[config.mk]
export PLATFORM = sky130hd
export DESIGN_NAME = suma_mult_seq
export DESIGN_NICKNAME = d
export VERILOG_FILES = /design/src/rtl/suma_mult_seq.sv
export SDC_FILE = /design/constraint.sdc
export NUM_CORES = 1
export LEC_CHECK = 0
export ABC_AREA = 1
export ABC_CLOCK_PERIOD_IN_PS = 2100
export CORE_AREA = 3 3 208 129
export CTS_CLUSTER_SIZE = 8
export DETAILED_ROUTE_END_ITERATION = 10
export DIE_AREA = 0 0 211 132
export HOLD_SLACK_MARGIN = 0.05
export PLACE_DENSITY = 0.51
export SYNTH_ARGS = -nofsm -noshare
export SYNTH_HDL_FRONTEND = slang
export SYNTH_SLANG_ARGS = --single-unit
export TNS_END_PERCENT = 100
[constraint.sdc]
create_clock -name clk -period 2.1 [get_ports clk]
set_input_delay 0.63 -clock clk [delete_from_list [all_inputs] [get_ports clk]]
set_output_delay 0.63 -clock clk [all_outputs]
set_load 0.02 [all_outputs]
[src/rtl/suma_mult_seq.sv]
// Sum of all 1 <= i < n divisible by fa or fb, using residue counters only (no multiply/divide).
// Latency: done pulses max(n,1) edges after the accepting edge; one run per max(n,1)+1 cycles back-to-back.
// Backpressure: none; start is only honoured in IDLE or FIN, and is ignored while busy.
//
// Ports:
//   clk, rst_n          rising-edge clock, asynchronous active-low reset
//   start               request a run (accepted in IDLE or FIN)
//   n, fa, fb           exclusive limit and the two factors (0 disables a factor), latched on accept
//   busy, done          busy in RUN, one-cycle done pulse in FIN
//   sum, count          accumulated result and number of terms added
//   overflow            sticky carry-out of the AW-bit accumulator for the current run
module suma_mult_seq #(
   parameter int NW = 16,
   parameter int FW = 8,
   parameter int AW = 32
) (
   input  logic          clk,
   input  logic          rst_n,
   input  logic          start,
   input  logic [NW-1:0] n,
   input  logic [FW-1:0] fa,
   input  logic [FW-1:0] fb,
   output logic          busy,
   output logic          done,
   output logic [AW-1:0] sum,
   output logic [NW-1:0] count,
   output logic          overflow
);

   // Adder is wide enough for both operands plus a carry bit, so any bit
   // at or above AW means the AW-bit accumulator wrapped.
   localparam int XW = ((AW > NW) ? AW : NW) + 1;

   typedef enum logic [1:0] {IDLE = 2'd0, RUN = 2'd1, FIN = 2'd2} state_t;

   state_t        state;
   state_t        state_nx;

   logic [NW-1:0] n_l;
   logic [FW-1:0] fa_l;
   logic [FW-1:0] fb_l;
   logic [NW-1:0] i;
   logic [FW-1:0] ra;
   logic [FW-1:0] rb;

   logic          accept;
   logic          last;
   logic          hit;
   logic [XW-1:0] add_w;

   assign accept = start && ((state == IDLE) || (state == FIN));
   assign last   = (i >= n_l);
   // A zero residue marks i as a multiple of that factor; disabled factors never hit.
   assign hit    = ((fa_l != '0) && (ra == '0)) || ((fb_l != '0) && (rb == '0));
   assign add_w  = XW'(sum) + XW'(i);

   // State register
   always_ff @(posedge clk or negedge rst_n) begin
      if (!rst_n) begin
         state <= IDLE;
      end else begin
         state <= state_nx;
      end
   end

   // Next-state logic
   always_comb begin
      state_nx = state;
      case (state)
         IDLE:    if (start) state_nx = RUN;
         RUN:     if (last)  state_nx = FIN;
         FIN:     state_nx = start ? RUN : IDLE;
         default: state_nx = IDLE;
      endcase
   end

   // Output decode: both flags come straight from the state register.
   always_comb begin
      busy = 1'b0;
      done = 1'b0;
      case (state)
         RUN:     busy = 1'b1;
         FIN:     done = 1'b1;
         default: ;
      endcase
   end

   // Datapath: operand latches, index, residue counters and accumulator.
   always_ff @(posedge clk or negedge rst_n) begin
      if (!rst_n) begin
         n_l      <= '0;
         fa_l     <= '0;
         fb_l     <= '0;
         i        <= '0;
         ra       <= '0;
         rb       <= '0;
         sum      <= '0;
         count    <= '0;
         overflow <= 1'b0;
      end else if (accept) begin
         n_l      <= n;
         fa_l     <= fa;
         fb_l     <= fb;
         i        <= NW'(1);
         ra       <= (fa != '0) ? fa - FW'(1) : '0;
         rb       <= (fb != '0) ? fb - FW'(1) : '0;
         sum      <= '0;
         count    <= '0;
         overflow <= 1'b0;
      end else if ((state == RUN) && !last) begin
         if (hit) begin
            sum   <= add_w[AW-1:0];
            count <= count + NW'(1);
            if (|add_w[XW-1:AW]) begin
               overflow <= 1'b1;
            end
         end
         // Each counter cycles factor-1 .. 0, hitting 0 on every multiple.
         if (fa_l != '0) begin
            ra <= (ra == '0) ? fa_l - FW'(1) : ra - FW'(1);
         end
         if (fb_l != '0) begin
            rb <= (rb == '0) ? fb_l - FW'(1) : rb - FW'(1);
         end
         i <= i + NW'(1);
      end
   end

endmodule

==> flow_metrics.env <==
export IMPL_fin_nets=1451
export IMPL_clock_latency_ns=0.42
export IMPL_cts_hold_buf=0
export IMPL_drive_gt1_share_pct=22.8
export IMPL_area_growth_pct=40.2
export IMPL_leakage_nw=5.75
export IMPL_rsz0062_at_grt="yes"
export IMPL_grt_max_degree=44
export IMPL_drt_wl_total_mm=26.1
export IMPL_clk_pin_slew_worst_paths_ns=0.06
export IMPL_hold_class="input pin to asynchronous set/reset pin"
export IMPL_cp_max_fo=21
export IMPL_cp_end_kind="flop"
export IMPL_drc_errors=0
export IMPL_numCtsBuffers=17
export IMPL_fp_dieW_um=211
export IMPL_vias=8127
export IMPL_postSynthRegisterBits=115
export IMPL_antenna_found_initial=0
export IMPL_hpwl_mm=19.9
export IMPL_yosysSeqAreaShare_pct=35.1
export IMPL_worst_slew_pin_slew_ns=0.503
export IMPL_slew_violations=0
export IMPL_holdWs_ns=0.114
export IMPL_num_rows=45
export IMPL_finalClockSkew_ns=0.00589
export IMPL_critPathKind="flop to flop"
export IMPL_cts_buffer_depth=2
export IMPL_finalHoldViolCount=0
export IMPL_ys_types=44
export IMPL_firstDrtPassIters=5
export IMPL_syn_cell_area_um2=8200
export IMPL_core_um2=25100
export IMPL_viasPerCell=4.73
export IMPL_ioPinCount=86
export IMPL_timing_fmax_mhz=479
export IMPL_cap_violations=0
export IMPL_layout_min_cycle_time_ns=2.09
export IMPL_maxSlewHeadroom_pct=66.2
export IMPL_initial_core_util_pct=32.7
export IMPL_start_kind="flop"
export IMPL_fin_util_pct=45.9
export IMPL_grt_overflow=0
export IMPL_status="finished, final reports clean"
export IMPL_grt_pass1_vias=7329
export IMPL_grt_pass1_wl_mm=41.6
export IMPL_diodes=0
export IMPL_port_buffers=85
export IMPL_cts_tree="built"
export IMPL_place_congestion=0.938
export IMPL_wire_per_inst_um=15.2
export IMPL_setup_viol=0
export IMPL_power_density_nw_per_um2=472
export IMPL_cp_arrival_ns=2.38
export IMPL_syn_inst=1161
export IMPL_dieHeight_um=132
export IMPL_drt_initial_drc_count=724
export IMPL_rrSetupSlack_ns=0.01
export IMPL_fin_crit_sh_pct=99.3
export IMPL_grt_usage_pct=18.8
export IMPL_postRouteAntennaNets=0
export IMPL_vdd_ir_drop_max_mv=0.391
export IMPL_yosysWarningCount=0
export IMPL_syn_avg_cell_area_um2=7.06
export IMPL_clkSinkCount=115
export IMPL_tns_ns=0
export IMPL_worstPathRequired_ns=2.40
export IMPL_die_area_um2=27900
export IMPL_clockRootBuffer="clkbuf_16"
export IMPL_synth_nets=1235
export IMPL_cts_htree_levels=4
## per-layer routing
layer | vias up | GRT usage [%] | part of all wire (%) | wire [um]
li1 | 4206 | - | - | -
met5 | - | 0 | 0 | 0
met1 | 3698 | 33.3 | 57 | 15000
met3 | 7 | 3.85 | 5.5 | 1430
met2 | 216 | 22.2 | 37 | 9530
met4 | 0 | 2.82 | 0.46 | 119
## cell usage in the layout, fill, tap and decap left out, drive strengths merged, types with 4 or more instances in the layout
cell type      synthesis  layout
inv                  139     139
dfrtp                115     115
or2                    7       7
dlygate4sd2            0      44
nor3                  27      27
o21bai                 4       4
dlymetal6s2s           0       4
buf                   19     137
o31ai                  6       6
nand3b                10      10
o22ai                  4       4
a21oi                 47      47
nand4                 28      28
xnor2                 16      16
nor2                 122     122
clkbuf                 7      22
clkdlybuf4s50          0      36
ha                    38      38
nand2                372     372
clkinv                 0       5
nand3                 70      70
o21ai                 95      95
xor2                  21      21
a21o                   4       4
## per-stage QoR
stage / power, W / instances / setup slack [ns] / cell area (um^2)
after CTS: 0.00550 / 1705 / -0.0549 / 10900
after global placement: 0.00246 / 1671 / -0.207 / 10300
after floorplan: 0.00229 / 1161 / 0.0105 / 8200
final: 0.00542 / 1718 / 0.0141 / 11500
after global routing: 0.00563 / 1718 / -0.143 / 11500
after detailed placement: 0.00246 / 1671 / -0.270 / 10300
## final timing paths
path	start	to	cells after the start
setup / recovery	i[9]$_DFFE_PN0P_	sum[17]$_DFFE_PN0P_	12
hold / removal	rst_n	ra[0]$_DFFE_PN0P_	1
setup reg to reg	i[9]$_DFFE_PN0P_	sum[17]$_DFFE_PN0P_	12
hold reg to reg	overflow$_DFFE_PN0P_	overflow$_DFFE_PN0P_	2
max in group asynchronous	rst_n	i[13]$_DFFE_PN0P_	2
min in group clk	overflow$_DFFE_PN0P_	overflow$_DFFE_PN0P_	2
## power by group
part	switching (W)	internal (W)
registers	0	0.00222
logic	0.0000988	0.0000975
clock network	0.00110	0.00191
## worst max-delay path: stages, from the launching register on
cell	delay, ns
dfrtp_2	0.44
ha_1	0.33
nand2_1	0.07
nand2_1	0.05
nand2_1	0.06
a21oi_1	0.08
nor2_2	0.22
nand3_4	0.16
nand2_8	0.12
nand2_8	0.10
buf_12	0.18
nand2_1	0.06
o21ai_0	0.07
## state kept, by name (all words and copies together), names as in the netlist
| register | count |
|---|---|
| count | 16 |
| fb_l | 8 |
| rb | 8 |
| overflow | 1 |
| fa_l | 8 |
| n_l | 16 |
| ra | 8 |
| i | 16 |
| state | 2 |
| sum | 32 |
## cell type report
cell class                      instances  area, um^2
Clock inverter                         10         133
Tap cell                              329         412
Timing Repair inverter                  1        11.3
Fill cell                            2502       13600
Clock buffer                           21         460
Inverter                              139         549
Multi-Input combinational cell        881        4990
Sequential cell                       115        2890
Timing Repair Buffer                  222        2050
## cells by family (layout without fill, tap and decap cells)
kind of cell    Yosys count  in the layout  share of synthesized area, %
fa+ha+maj                39             39                          6.04
flops                   115            115                          35.1
mux                       1              1                         0.275
simple gates            638            638                          33.5
xor+xnor                 37             37                          3.95
compound gates          166            166                          12.0
buf+inv                 165            393                          9.16
## synth_stat cells
cell	instances	area [um^2]
buf_12	1	20.0
nand2_8	2	40.0
nor4_1	1	6.26
buf_4	2	15.0
nor2_1	118	443
clkbuf_1	5	18.8
xnor2_1	16	140
nand2_1	365	1370
a21oi_2	7	61.3
o21ai_2	17	149
inv_1	136	510
a31o_2	1	8.76
o22ai_1	4	25.0
nand2_2	5	31.3
nand3b_1	10	75.1
clkbuf_4	2	15.0
inv_6	1	8.76
nor2_4	3	33.8
xor2_1	21	184
or2_2	5	31.3
a21oi_1	40	200
nor2_2	1	6.26
o21ai_1	17	85.1
and2_1	1	6.26
mux2i_4	1	22.5
dfrtp_1	115	2880
a211o_1	1	8.76
o21bai_1	4	30.0
o21ai_0	61	305
nand3_4	2	35.0
buf_6	12	135
buf_2	4	20.0
fa_1	1	20.0
a21boi_0	3	22.5
or2_1	2	12.5
o31ai_1	6	45.0
a22o_1	1	8.76
nand3_1	68	340
nand4_1	28	175
nor3_1	26	130
nor3_2	1	10.0
a21o_1	4	30.0
inv_2	2	7.51
ha_1	38	475
## what timing repair did
item                                    CTS  global route
setup buffers                             3            11
cloned                                    0             2
endpoints found under the setup margin   62            85
hold endpoints to repair                  0             0
gates resized for setup                  44           141
pin swaps                                 0            20
No activity file was read; power rests on OpenSTA's default activity.
